--- src/rtl/board_input_regs_if.sv ---
// Avalon-MM slave bus between the lightweight HPS bridge and the board input registers.
// Single-cycle accesses with no waitrequest; readdata is valid the cycle after a read.
interface board_input_regs_if;
    logic [1:0]  address;
    logic        chipselect;
    logic        read;
    logic        write;
    logic [31:0] writedata;
    logic [31:0] readdata;

    modport master (
        output address, chipselect, read, write, writedata,
        input  readdata
    );

    modport slave (
        input  address, chipselect, read, write, writedata,
        output readdata
    );
endinterface

--- src/rtl/board_input_regs.sv ---
// Debounced DE1-SoC keys/switches behind four Avalon-MM registers, with sticky events, press count and irq.
// readdata one cycle after a read; no backpressure, every access accepted; irq lags EDGE by one cycle.
module board_input_regs #(
    parameter int DEBOUNCE_CYCLES = 50000
) (
    input  logic              clk,
    input  logic              reset,
    input  logic [3:0]        key_n,
    input  logic [9:0]        sw,
    board_input_regs_if.slave bus,
    output logic              irq
);
    localparam int NB = 14;
    localparam int PW = $clog2(DEBOUNCE_CYCLES);
    localparam logic [PW-1:0] PRE_LAST = PW'(DEBOUNCE_CYCLES - 1);

    localparam logic [1:0] ADDR_STATUS = 2'd0;
    localparam logic [1:0] ADDR_EDGE   = 2'd1;
    localparam logic [1:0] ADDR_MASK   = 2'd2;
    localparam logic [1:0] ADDR_CNT    = 2'd3;

    logic [NB-1:0]      raw_in;
    logic [NB-1:0]      sync1_q;
    logic [NB-1:0]      sync2_q;
    logic [PW-1:0]      pre_q;
    logic               tick;
    logic [NB-1:0][2:0] hist_q;
    logic [NB-1:0][2:0] hist_nxt;
    logic [NB-1:0]      db_q;
    logic [NB-1:0]      db_nxt;
    logic [NB-1:0]      rise;
    logic [NB-1:0]      fall;
    logic [NB-1:0]      event_set;
    logic [NB-1:0]      w1c_bits;
    logic [NB-1:0]      edge_q;
    logic [NB-1:0]      edge_nxt;
    logic [NB-1:0]      mask_q;
    logic [15:0]        cnt_q;
    logic [15:0]        cnt_nxt;
    logic [2:0]         press_inc;
    logic [31:0]        rd_mux;
    logic [31:0]        rd_q;
    logic               irq_q;
    logic               rd_en;
    logic               wr_en;
    logic               wr_edge;
    logic               wr_mask;
    logic               wr_cnt;
    logic               unused_wdata;

    // Keys are inverted so every bit reads 1 when pressed or switched on.
    assign raw_in = {sw, ~key_n};

    always_ff @(posedge clk) begin
        if (reset) begin
            sync1_q <= '0;
            sync2_q <= '0;
        end else begin
            sync1_q <= raw_in;
            sync2_q <= sync1_q;
        end
    end

    assign tick = (pre_q == PRE_LAST);

    always_ff @(posedge clk) begin
        if (reset || tick) begin
            pre_q <= '0;
        end else begin
            pre_q <= pre_q + PW'(1);
        end
    end

    // A bit only flips once three consecutive tick samples agree on the new level.
    always_comb begin
        hist_nxt = hist_q;
        db_nxt   = db_q;
        if (tick) begin
            for (int b = 0; b < NB; b++) begin
                hist_nxt[b] = {hist_q[b][1:0], sync2_q[b]};
                if (&hist_nxt[b]) begin
                    db_nxt[b] = 1'b1;
                end else if (~|hist_nxt[b]) begin
                    db_nxt[b] = 1'b0;
                end
            end
        end
    end

    assign rise      = db_nxt & ~db_q;
    assign fall      = db_q & ~db_nxt;
    assign event_set = {rise[NB-1:4] | fall[NB-1:4], rise[3:0]};
    assign press_inc = 3'(rise[0]) + 3'(rise[1]) + 3'(rise[2]) + 3'(rise[3]);

    assign rd_en   = bus.chipselect & bus.read;
    assign wr_en   = bus.chipselect & bus.write;
    assign wr_edge = wr_en && (bus.address == ADDR_EDGE);
    assign wr_mask = wr_en && (bus.address == ADDR_MASK);
    assign wr_cnt  = wr_en && (bus.address == ADDR_CNT);

    // New events are OR-ed in after the clear so a coincident event survives W1C.
    assign w1c_bits = wr_edge ? bus.writedata[NB-1:0] : {NB{1'b0}};
    assign edge_nxt = (edge_q & ~w1c_bits) | event_set;
    assign cnt_nxt  = wr_cnt ? {13'd0, press_inc} : cnt_q + {13'd0, press_inc};

    assign unused_wdata = ^bus.writedata[31:NB];

    always_comb begin
        rd_mux = 32'd0;
        case (bus.address)
            ADDR_STATUS: rd_mux = {{(32-NB){1'b0}}, db_q};
            ADDR_EDGE:   rd_mux = {{(32-NB){1'b0}}, edge_q};
            ADDR_MASK:   rd_mux = {{(32-NB){1'b0}}, mask_q};
            ADDR_CNT:    rd_mux = {16'd0, cnt_q};
            default:     rd_mux = 32'd0;
        endcase
    end

    always_ff @(posedge clk) begin
        if (reset) begin
            hist_q <= '0;
            db_q   <= '0;
            edge_q <= '0;
            mask_q <= '0;
            cnt_q  <= '0;
            rd_q   <= '0;
            irq_q  <= 1'b0;
        end else begin
            hist_q <= hist_nxt;
            db_q   <= db_nxt;
            edge_q <= edge_nxt;
            cnt_q  <= cnt_nxt;
            irq_q  <= |(edge_q & mask_q);
            if (wr_mask) begin
                mask_q <= bus.writedata[NB-1:0];
            end
            if (rd_en) begin
                rd_q <= rd_mux;
            end
        end
    end

    assign bus.readdata = rd_q;
    assign irq          = irq_q;
endmodule
--- src/flat_wrapper.sv ---
// flat-port wrapper written by rule: the top's interface ports become plain ports
module board_input_regs_flat 
#(
    parameter int DEBOUNCE_CYCLES = 50000
)
  (clk, reset, key_n, sw, irq, bus_address, bus_chipselect, bus_read, bus_write, bus_writedata, bus_readdata);
  board_input_regs_if bus_i ();
  input  logic clk;
  input  logic reset;
  input  logic [3:0] key_n;
  input  logic [9:0] sw;
  output logic irq;
  input wire logic [$bits(bus_i.address)-1:0] bus_address;
  input wire logic [$bits(bus_i.chipselect)-1:0] bus_chipselect;
  input wire logic [$bits(bus_i.read)-1:0] bus_read;
  input wire logic [$bits(bus_i.write)-1:0] bus_write;
  input wire logic [$bits(bus_i.writedata)-1:0] bus_writedata;
  output wire logic [$bits(bus_i.readdata)-1:0] bus_readdata;
  assign bus_i.address = bus_address;
  assign bus_i.chipselect = bus_chipselect;
  assign bus_i.read = bus_read;
  assign bus_i.write = bus_write;
  assign bus_i.writedata = bus_writedata;
  assign bus_readdata = bus_i.readdata;
  board_input_regs #(.DEBOUNCE_CYCLES(DEBOUNCE_CYCLES)) u_core (.clk(clk), .reset(reset), .key_n(key_n), .sw(sw), .bus(bus_i), .irq(irq));
endmodule
--- config.mk ---
export PLATFORM = sky130hd
export DESIGN_NAME = board_input_regs_flat
export DESIGN_NICKNAME = d
export VERILOG_FILES = /design/src/rtl/board_input_regs_if.sv /design/src/rtl/board_input_regs.sv /design/src/flat_wrapper.sv
export SDC_FILE = /design/constraint.sdc
export NUM_CORES = 1
export LEC_CHECK = 0
export ABC_AREA = 1
export CAP_MARGIN = 20
export CORE_UTILIZATION = 25
export CTS_BUF_LIST = sky130_fd_sc_hd__clkbuf_4 sky130_fd_sc_hd__clkbuf_8
export CTS_CLUSTER_SIZE = 12
export DETAILED_ROUTE_END_ITERATION = 12
export SYNTH_ARGS = -nofsm -noshare
export SYNTH_HDL_FRONTEND = slang
export SYNTH_SLANG_ARGS = --single-unit
--- constraint.sdc ---
create_clock -name clk -period 8.79 [get_ports clk]
set_clock_uncertainty 0.2 [all_clocks]
set_input_delay 0.879 -clock clk [delete_from_list [all_inputs] [get_ports clk]]
set_output_delay 0.879 -clock clk [all_outputs]
set_load 0.05 [all_outputs]
==> run metrics, run 1 <==
post-synthesis cell type count 36; switching share of power 28.0%; Initial Utilization 25.5%; status finished with violations; Initial DRC Count 379; Leakage Power 0.00296 uW; fin. max-slew vios 0; DRC viols 12; Fin Setup TNS 0 ps; global route overflow 0; DRT Wirelength 16000 um; clock share of power 38.3%; DIE AREA 27400 um^2; Post-synth ARST share 0%; DP HPWL 11300 um; clk slew on worst S/H paths 90 ps; RePlAce Congestion 0.818; drt via density 4.43; clk_lat worst skew 450 ps; post-CTS resize count 0; count leader, synth nand2_1; synthesized area 6670 um^2; share of the synthesized area in the top cell type 44.1%; MaxCap Viol Count 0; DRT Pass-1 Iters 9; H-tree levels 4; CP cell instances ha_1, nand3_2, nor2_1, nand4_1, nor3_1, ha_1, fa_1, ha_1, ha_1, nand2_1, inv_1, a21oi_1, nor2_1, o21ai_0, a21oi_1; WP data arrival 3960 ps; Synth area leaders dfxtp_1 44%, nand2_1 8.9%, inv_1 7.8%; average routed wire per standard cell 12.1 um; Post-CTS Hold Buffers 0; register share of total power 53.7%; Final Setup Violations 0; number of global-route vias before repair 5267; layout cell share with drive strength beyond 1 5.27%; final hold vios 0; Psw 359 uW; # fillers 2904; via count 5849; Max stage delay on crit path 400 ps; CTS Root Cell clkbuf_8; most instantiated cells after synthesis 159 x nand2_1, 147 x dfxtp_1, 138 x inv_1, 102 x nor2_1, 90 x a21oi_1; first-pass GRT wire length 26400 um; Tot GR Track Use 12.3%; slowest library cell on the worst path fa_1; Nets 1034; Post-Syn Instances 938; diodes inserted 0; part of the power in combinational logic 8.0%; Setup WS post-layout 4960 ps; CP Max Fanout 6; post-placement cell count 1289; TritonCTS Buffers 17; critical path required time 8920 ps; sequential fraction of the synthesis area 44.1%; CTS tree built; Post-Syn Area per Cell 7.12 um^2; Ys Warns 0; Area Overhead vs Synth 15.9%; Slew @ Worst Pin 874 ps; failing checks DRC; FF+latch count, synth 147; antenna violations before repair 0; Synth area leader dfxtp_1; post-CTS setup repair buffer count 0; total internal power 922 uW; fmax 261 MHz; Setup CP Type reg2reg; dominant synthesized flop cell dfxtp_1; Setup crit end kind flip-flop; Worst Hold Class reg2reg; Final min period 3830 ps; buffer depth of the longest clock path 2; Most common cell on crit path ha_1; Critical Path Start Type flip-flop; clk sinks 147; PwrDens 165 nW/um^2; RSZ-0062 raised after global routing false; final core occ 29.6%; DIE WIDTH 165 um; Placement Setup Slack 4920 ps; CORE AREA 26100 um^2; Final ANT Viol Nets 0; Top Ports 86; largest net degree at the start of global routing 67; fin cells 1321; worst vdd ir 0.0864 mV; slew margin rel. 41.6%; num rows 59; Final Cycle Share 43.6%; IO buf count 51; chip height 165 um; number of synthesized flops with an enable pin 0
cells by family after synthesis:
logic type / share of synthesized area [%]
and+or+nand+nor: 24.2
AOI/OAI and AO/OA: 17.0
buffers and inverters: 12.6
DFF: 44.1
adders and majority gates: 1.72
xor gates and xnor gates: 0.394
other: 0.0562
layer usage:
metal / global-route usage, % / vias up / part of all wire [%]
li1: - / 3096 / -
met5: 0 / - / 0
met3: 2.80 / 14 / 4.7
met1: 17.2 / 2594 / 52
met4: 4.17 / 0 / 1.4
met2: 18.4 / 145 / 42
sequential cells by signal, indices dropped and copies added (netlist names):
register	cells
u_core.mask_q	14
u_core.db_q	14
u_core.sync1_q	14
u_core.irq	1
u_core.bus.readdata	16
u_core.edge_q	14
u_core.hist_q	28
u_core.sync2_q	14
u_core.pre_q	16
u_core.cnt_q	16
through the flow:
| step | power, uW | hold slack [ps] | area, um^2 |
|---|---|---|---|
| 5_1_grt | 1340 | 221 | 7740 |
| 6_report | 1280 | 207 | 7740 |
| 4_1_cts | 1300 | 210 | 7740 |
| 2_1_floorplan | 773 | 188 | 6730 |
| 3_5_place_dp | 806 | 198 | 7370 |
| 3_3_place_gp | 806 | 195 | 7370 |
worst max-delay path, delay by kind of cell, from the launching register on:
family	cells	cell delay [ps]
flops	1	360
simple gates	6	1070
buf+inv	1	40
fa+ha+maj	5	1550
compound gates	3	490
worst paths after layout:
path	startpoint	end	slack (ps)	depth (start not counted)
setup / recovery	u_core.pre_q[0]	u_core.cnt_q[5]	4960	15
hold / removal	u_core.sync1_q[0]	u_core.sync2_q[0]	210	2
hold reg to reg	u_core.sync1_q[0]	u_core.sync2_q[0]	210	2
setup reg to reg	u_core.pre_q[0]	u_core.cnt_q[5]	4960	15
power groups by stage:
stage	Combinational (uW)	Clock [uW]	Sequential, uW
global route	112	536	689
finish	102	491	688
global placement	102	0	703
detailed placement	103	0	703
floorplan	59.7	0	714
CTS	103	509	688
layout by cell type (no fill, tap or decap), types with 2 or more instances in the layout:
master and n:
buf_4 2, nand2_2 2, conb_1 16, inv_6 6
a21oi_1 90, inv_2 5, ha_1 6, nand3_1 47
nand2_1 159, a22oi_1 2, nand4_1 32, dfxtp_1 147
a41oi_1 4, a22o_1 4, o21ai_0 83, nand3b_1 2
xnor2_1 2, clkinv_4 2, clkdlybuf4s50_1 50, o31ai_1 4
clkbuf_8 18, nor2_2 6, nor2_4 2, clkinvlp_4 5
fa_1 2, o22ai_1 10, nor3_1 16, inv_1 138
a31oi_1 13, nor2_1 102
cell type report:
cell class | count | area [um^2] | area share [%]
Timing Repair Buffer | 53 | 520 | 6.73
Multi-Input combinational cell | 610 | 2950 | 38.1
Inverter | 144 | 541 | 6.99
Clock inverter | 14 | 119 | 1.54
Clock buffer | 18 | 248 | 3.20
Sequential cell | 147 | 2940 | 38.0
Tap cell | 335 | 419 | 5.42
Note: power is estimated with default switching activity, not from simulation.
==> inputs of run 2 (changes only) <==
Clock period 8.79 ns to 4 ns, I/O delays scaled along.
==> run 2 against run 1 <==
Against the previous run:
- the flow still finishes with violations (DRC)
- sequential share of layout area fell by 0.32 points
- design area up 0.86%
- utilization rose by 0.25 points
- critical path depth grew 1
- via count is 0.50% lower
- sequential power grew 120%
- total power grew 130%
- register-to-register slack got worse by 4600 ps
==> run metrics, run 2 (synthesis gave the netlist of run 1 again) <==
first-pass GRT wire length 26600 um (+0.68%); Final Cycle Share 92.0% (+48 points); fin cells 1325 (+0.30%); hold path depth 2 (unchanged); Slew @ Worst Pin 773 ps (-101 ps); Hold EP u_core.sync2_q[8]; commonest non-fill, non-tap cell in the layout nand2_1; TritonCTS Buffers 17 (unchanged); buffer depth of the longest clock path 2 (unchanged); layout cell share with drive strength beyond 1 5.86% (+0.58 points); Hold Crit Start u_core.sync1_q[8]; Initial Utilization 25.5% (unchanged); global route overflow 0 (unchanged); DIE AREA 27400 um^2 (unchanged); FF-to-FF path depth 16 (+1); Critical R2R Launch u_core.pre_q[0]; Setup crit end kind flip-flop; Initial DRC Count 354 (-6.6%); Final ANT Viol Nets 0 (unchanged); CTS tree built; Post-CTS Hold Buffers 0 (unchanged); Tot GR Track Use 12.4% (+0.12 points); failing checks DRC; DP HPWL 11400 um (+0.92%); slew margin rel. 48.3% (+6.7 points); Most flops, register u_core.hist_q; DRT Wirelength 15900 um (-0.24%); post-placement cell count 1293 (+0.31%); CP Max Fanout 5 (-1); MaxCap Viol Count 0 (unchanged); num rows 59 (unchanged); chip height 165 um (unchanged); Final Setup Violations 0 (unchanged); fmax 272 MHz (+4.0%); Leakage Power 0.00301 uW (+1.5%); drt via density 4.39 (-0.80%); final hold vios 0 (unchanged); IO buf count 51 (unchanged); antenna violations before repair 0 (unchanged); critical path required time 4200 ps (-4720 ps); Top Ports 86 (unchanged); clk sinks 147 (unchanged); clk_lat worst skew 460 ps (about the same); average routed wire per standard cell 12.0 um (-0.55%); clk slew on worst S/H paths 100 ps (about the same); largest net degree at the start of global routing 58 (-13%); Area Overhead vs Synth 16.9%; PwrDens 371 nW/um^2 (+120%); DRT Pass-1 Iters 9 (unchanged); DRC viols 12 (unchanged); CTS Root Cell clkbuf_8; Largest register FFs 28 (unchanged); Critical Path Start Type flip-flop; Fin Setup TNS 0 ps (unchanged); diodes inserted 0 (unchanged); RePlAce Congestion 0.821 (+0.39%); status finished with violations; Setup CP Type reg2reg; WP data arrival 3880 ps (-80 ps); CORE AREA 26100 um^2 (unchanged); fin. max-slew vios 0 (unchanged); most frequent cells in the layout 159 x nand2_1, 147 x dfxtp_1, 138 x inv_1; Worst Hold Class reg2reg; H-tree levels 4 (unchanged); worst vdd ir 0.195 mV (+130%); RSZ-0062 raised after global routing false; via count 5820 (-0.50%); Nets 1038 (+0.39%); DIE WIDTH 165 um (unchanged); reg2reg end u_core.cnt_q[10]; number of global-route vias before repair 5290 (+0.44%); Final min period 3680 ps (-147 ps); Worst R2R Setup Slack 320 ps (-4640 ps)
[run 2: layout make-up]
class,instances,area [um^2]
fill,2860,18300
inverter,144,541
clock inverter,15,156
sequential,147,2940
tap,335,419
multi-input combinational,610,2960
timing repair buffer,57,551
clock buffer,17,234
[run 2: power breakdown]
part	internal [uW]	switching [uW]
clock network	520	640
logic	71.7	154
registers	1490	18.5
[run 2: worst max path at each step]
| stage | startpoint | endpoint | slack [ps] | cells after the start |
|---|---|---|---|---|
| CTS | u_core.pre_q[0] | u_core.cnt_q[5] | 130 | 15 |
| finish | u_core.pre_q[0] | u_core.cnt_q[10] | 320 | 16 |
| floorplan | u_core.pre_q[0] | u_core.cnt_q[4] | 610 | 13 |
| global placement | u_core.pre_q[0] | u_core.cnt_q[5] | 180 | 15 |
| global route | u_core.pre_q[0] | u_core.cnt_q[8] | 10 | 15 |
| detailed placement | u_core.pre_q[0] | u_core.cnt_q[5] | 130 | 15 |
[run 2: per-layer routing]
layer | part of all wire, % | wire [um] | track usage, %
met1 | 51 | 8160 | 17.5
met2 | 42 | 6690 | 18.1
met3 | 4.8 | 765 | 2.90
met4 | 2.0 | 316 | 5.00
met5 | 0 | 0 | 0
[run 2: through the flow]
stage               instance area (um^2)  total power, uW  hold WS (ps)  utilization, %  worst slack (ps)
floorplan                           6730             1700           188               -               614
global placement                    7400             1770           196            28.3               180
detailed placement                  7400             1770           197            28.3               134
CTS                                 7790             2940           179            29.8               130
global route                        7800             3020           210            29.9              10.3
finish                              7800             2900           199            29.9               318
[run 2: worst max-delay path, cell delays in order (launching register included)]
cell	delay (ps)
dfxtp_1	370
ha_1	210
nand3_2	170
nor2_4	180
nand4_1	130
nor3_1	190
ha_1	280
fa_1	440
ha_1	360
fa_1	440
nand2_1	110
nand2_1	80
nand3_1	170
nor3_1	80
nand2_1	60
nand2_1	40
a21oi_1	120
[run 2: repair_timing]
action	in CTS	in global routing
setup buffers	0	0
setup endpoints to repair	0	12
hold endpoints to repair	0	0
resized for setup	0	3
==> edit 1, RTL diff (settings of run 2) <==
Reset style: asynchronous (`reset`), changed in 2 clocked blocks.
--- a/src/rtl/board_input_regs.sv
+++ b/src/rtl/board_input_regs.sv
@@ -51,7 +51,7 @@
     // Keys are inverted so every bit reads 1 when pressed or switched on.
     assign raw_in = {sw, ~key_n};
 
-    always_ff @(posedge clk) begin
+    always_ff @(posedge clk or posedge reset) begin
         if (reset) begin
             sync1_q <= '0;
             sync2_q <= '0;
@@ -116,7 +116,7 @@
         endcase
     end
 
-    always_ff @(posedge clk) begin
+    always_ff @(posedge clk or posedge reset) begin
         if (reset) begin
             hist_q <= '0;
             db_q   <= '0;
Check against the original RTL: differs if reset is asserted again (counterexample within 4 cycles, from zero or initial values and one cycle with reset high); with reset held inactive, the same outputs for 10 cycles.
==> edit 1 against run 2 <==
Setup slack improved by 0.056 ns. Routed wire length decreased by 3.0%. Sequential cell count unchanged. Synthesized area up 2.9%. Power rose by 16%. Combinational power grew 89%. Design area rose by 3.5%. Fmax grew 1.6%. Critical endpoint is now u_core.cnt_q[10]$_DFF_PP0_. Largest power group unchanged.
==> edit 1: results (changes against run 2) <==
* Instance area after placement at 7650 sq um (+3.4%)
* Yosys cell types at 35 (-2.8%)
* Dpl cells at 1198 (-7.3%)
* Worst-path clk slew at 0.08 ns (-0.02 ns)
* R2R setup slack at 0.37 ns (+0.06 ns)
* Drt first pass iters at 5 (-4)
* Top sig layer: met5
* Power Total at 3.346 mW (+16%)
* Min Clock Period, post-route at 3.625 ns (-0.05644 ns)
* VDD IR max at 0.2168 mV (+11%)
* Worst r2r path cells at 19 (+3)
* Met3 wire len at 690 um (-9.8%)
* Vias in the first global route at 5073 (-4.1%)
* Post-Route WL at 15450 um (-3.0%)
* GRT Resource Usage Total at 11.64% (-0.78 points)
* 1st-iter DRT viols at 456 (+29%)
* Via Count at 5354 (-8.0%)
* Clock power share at 37.6% (-2.4 points)
* Routability cong. at 0.8180 (-0.38%)
* Synth top cells by count: nand2_1 (205), dfrtp_1 (131), inv_1 (91)
* Detail Placement HPWL at 11200 um (-1.4%)
* NumNets Final at 937 (-9.7%)
* Initial antenna violation count at 2 (+2)
* Status: finished, final reports clean
* Synth async-reset ratio at 89.12% (+89 points)
* Sequential power at 1.66 mW (+9.9%)
* Synthesized instance count at 822 (-12%)
* Met3 usage at 3.238% (+0.34 points)
* Crit Path Max Fanout at 6 (+1)
* RR Endpoint: u_core.cnt_q[10]$_DFF_PP0_
* Layout cells sized above 1 at 7.199% (+1.3 points)
* First-pass GRT wire length at 26040 um (-2.2%)
* GRT met1 Usage at 16.06% (-1.4 points)
* Met2 GRT Util at 16.99% (-1.1 points)
* Inserted Diodes at 0 (unchanged)
* Main flop type after synthesis: dfrtp_1
* Worst path max stage delay at 0.51 ns (+0.07 ns)
* Top cells by area in the synthesized netlist: dfrtp_1 (48%), nand2_1 (11%), o21ai_0 (5.6%), inv_1 (5.0%), nand3_1 (4.9%)
* Largest register FFs at 28 (unchanged)
* Worst min-delay path class: input pin to asynchronous set/reset pin
* Metal-1 WL at 7741 um (-5.1%)
* LEAKAGE at 3.594 nW (+20%)
* Met2 WL at 6679 um (-0.15%)
* Switching share of power at 26.91% (-1.1 points)
* Dpl ws at 0.4014 ns (+0.2670 ns)
* Worst slew pin tran at 0.7544 ns (-0.01873 ns)
* Hold slack final at 0.08784 ns (-0.1108 ns)
* Largest net degree at the start of global routing at 53 (-8.6%)
* Vias per cell at 4.353 (-0.90%)
* Share of the yosys chip area belonging to registers at 52.41% (+8.3 points)
* Critical path arrival at 3.75 ns (-0.13 ns)
## edit 1: cell types whose count changed in the layout (fill, tap and decap cells not counted), moves of 10 or more
cell / delta
nand2_1: +46
dfxtp_1: -131
o21ai_1: +14
dfrtp_1: +131
inv_1: -48
a21oi_1: -66
o22ai_1: -10
o22a_1: +12
a31oi_1: -12
nand3_1: +20
nor2_1: -47
## edit 1: cells by family after synthesis
group | after synthesis | synth area share (%)
other | 1 | 0.05461
adders and majority gates | 8 | 1.676
xor gates and xnor gates | 4 | 0.5103
AOI/OAI and AO/OA | 138 | 11.19
and+or+nand+nor | 390 | 24.98
DFF | 147 | 52.41
buffers and inverters | 134 | 9.184
## edit 1: final cells by class
| type | count | area, sq um |
|---|---|---|
| clock buffers | 21 | 270.3 |
| clock inverters | 11 | 158.9 |
| fillers | 2788 | 18870 |
| inverters | 95 | 360.3 |
| multi-input cells | 556 | 2694 |
| flip-flops and latches | 147 | 3598 |
| well taps | 341 | 426.7 |
| repair buffers | 59 | 570.5 |
==> edit 2, RTL diff (settings of run 2) <==
Without the edit above. `DEBOUNCE_CYCLES` is set to 50000 in 2 places; all go to 100000.
--- a/src/rtl/board_input_regs.sv
+++ b/src/rtl/board_input_regs.sv
@@ -1,7 +1,7 @@
 // Debounced DE1-SoC keys/switches behind four Avalon-MM registers, with sticky events, press count and irq.
 // readdata one cycle after a read; no backpressure, every access accepted; irq lags EDGE by one cycle.
 module board_input_regs #(
-    parameter int DEBOUNCE_CYCLES = 50000
+    parameter int DEBOUNCE_CYCLES = 100000
 ) (
     input  logic              clk,
     input  logic              reset,
--- a/src/flat_wrapper.sv
+++ b/src/flat_wrapper.sv
@@ -1,7 +1,7 @@
 // flat-port wrapper written by rule: the top's interface ports become plain ports
 module board_input_regs_flat 
 #(
-    parameter int DEBOUNCE_CYCLES = 50000
+    parameter int DEBOUNCE_CYCLES = 100000
 )
   (clk, reset, key_n, sw, irq, bus_address, bus_chipselect, bus_read, bus_write, bus_writedata, bus_readdata);
   board_input_regs_if bus_i ();
Formal check against the unedited RTL: no difference found for any inputs over 10 cycles, from zero or initial values and one cycle with reset high; that may be too few to reach the edited logic, so the function may still have changed.
==> edit 2 against run 2 <==
The flow still finishes with violations (DRC). Power decreased by 2.1%. Design area increased by 1.1%. Fmax decreased by 3.1%. Synthesized cell count decreased by 1.7%. Hold slack got worse by 0.082 ns. Sequential cell count increased by 1. Synthesized area decreased by 0.15%. Setup slack got worse by 0.12 ns. Routed wire length increased by 2.8%. Critical endpoint is now u_core.cnt_q[14]$_SDFF_PP0_. Largest power group unchanged. Highest routed layer unchanged.
==> edit 2: results (changes against run 2) <==
* Status: finished with violations
* Violated checks: DRC
* Instance area after placement at 7442 sq um (+0.57%)
* Largest net degree at the start of global routing at 57 (-1.7%)
* Min Clock Period, post-route at 3.801 ns (+0.1197 ns)
* Multi-input logic area at 3065 sq um (+3.6%)
* Share of the yosys chip area belonging to registers at 44.46% (+0.37 points)
* Via Count at 5881 (+1.0%)
* Clk tree area frac at 4.602% (-0.40 points)
* 1st-iter DRT viols at 347 (-2.0%)
* Max-slew headroom at 56.42% (+8.1 points)
* Mux share of post-synthesis cell area at 0% (unchanged)
* Synth top cells by count: nand2_1 (184), dfxtp_1 (148), inv_1 (122)
* Fin cells at 1315 (-0.75%)
* Crit Path Max Fanout at 4 (-1)
* LEAKAGE at 3.215 nW (+7.0%)
* NumNets Final at 1029 (-0.87%)
* Vias in the first global route at 5396 (+2.0%)
* Layout cells sized above 1 at 7.857% (+2.0 points)
* Routability cong. at 0.8907 (+8.5%)
* Fill cells at 2827 (-1.2%)
* Slowest cell on the critical path: fa_2
* Worst path max stage delay at 0.59 ns (+0.15 ns)
* Multi-input comb cells at 613 (+0.49%)
* Hold slack final at 0.1168 ns (-0.08193 ns)
* Drt drc at 12 (unchanged)
* Non-clock buffers at 64 (+12%)
* CP endpoint: u_core.cnt_q[14]$_SDFF_PP0_
* Multi-input combinational area share at 38.88% (+0.95 points)
* Non-Clock Inverter Count at 124 (-14%)
* Seq/total area at 37.65% (-0.062 points)
* GRT Resource Usage Total at 12.64% (+0.23 points)
* Drt first pass iters at 10 (+1)
* Detail Placement HPWL at 11420 um (+0.52%)
* Worst min-delay path class: input pin to flip-flop
* Number of sequential cells at 148 (+0.68%)
* Worst r2r path cells at 20 (+4)
* Syn Area/Cell at 7.228 sq um (+1.6%)
* WHS Endpoint: u_core.sync2_q[6]$_SDFF_PP0_
* Hold Startpoint: reset
* Dpl ws at 0.01593 ns (-0.1185 ns)
* Detailed-route wire length per cell at 12.46 um (+3.6%)
* Adder-cell share of the synthesized area at 1.727% (+0.0026 points)
* VDD IR max at 0.1778 mV (-9.0%)
* First-pass GRT wire length at 27120 um (+1.8%)
* Top cells by area in the synthesized netlist: dfxtp_1 (44%), nand2_1 (10%), inv_1 (6.9%), nor2_1 (5.7%), a21oi_1 (5.0%)
* Xor and xnor area share after synthesis at 0.2629% (-0.13 points)
edit 2: cell types whose count changed after synthesis, moves of 6 or more:
cell / change
nand2_1: +25
a41oi_1: +8
clkbuf_1: +6
a21oi_1: -23
o21a_1: +11
o22ai_1: -6
o21ai_0: -17
nor2_2: -6
inv_1: -16
nor3_2: +6
edit 2: repair_timing:
item | in CTS | in global routing
endpoints found under the setup margin | 2 | 6
buffers inserted | 0 | 2
gates resized for setup | 0 | 18
pin swaps | 1 | 5
hold endpoints to repair | 0 | 0
edit 2: report_power, final:
group / internal [mW] / switching [mW]
Combinational: 0.0718 / 0.150
Sequential: 1.50 / 0.0200
Clock: 0.495 / 0.598
edit 2: per-layer routing:
layer | wire length, um | global-route usage (%)
met5 | 0 | 0
met3 | 900 | 2.847
met2 | 7087 | 19.19
met1 | 8137 | 17.44
met4 | 255 | 4.379
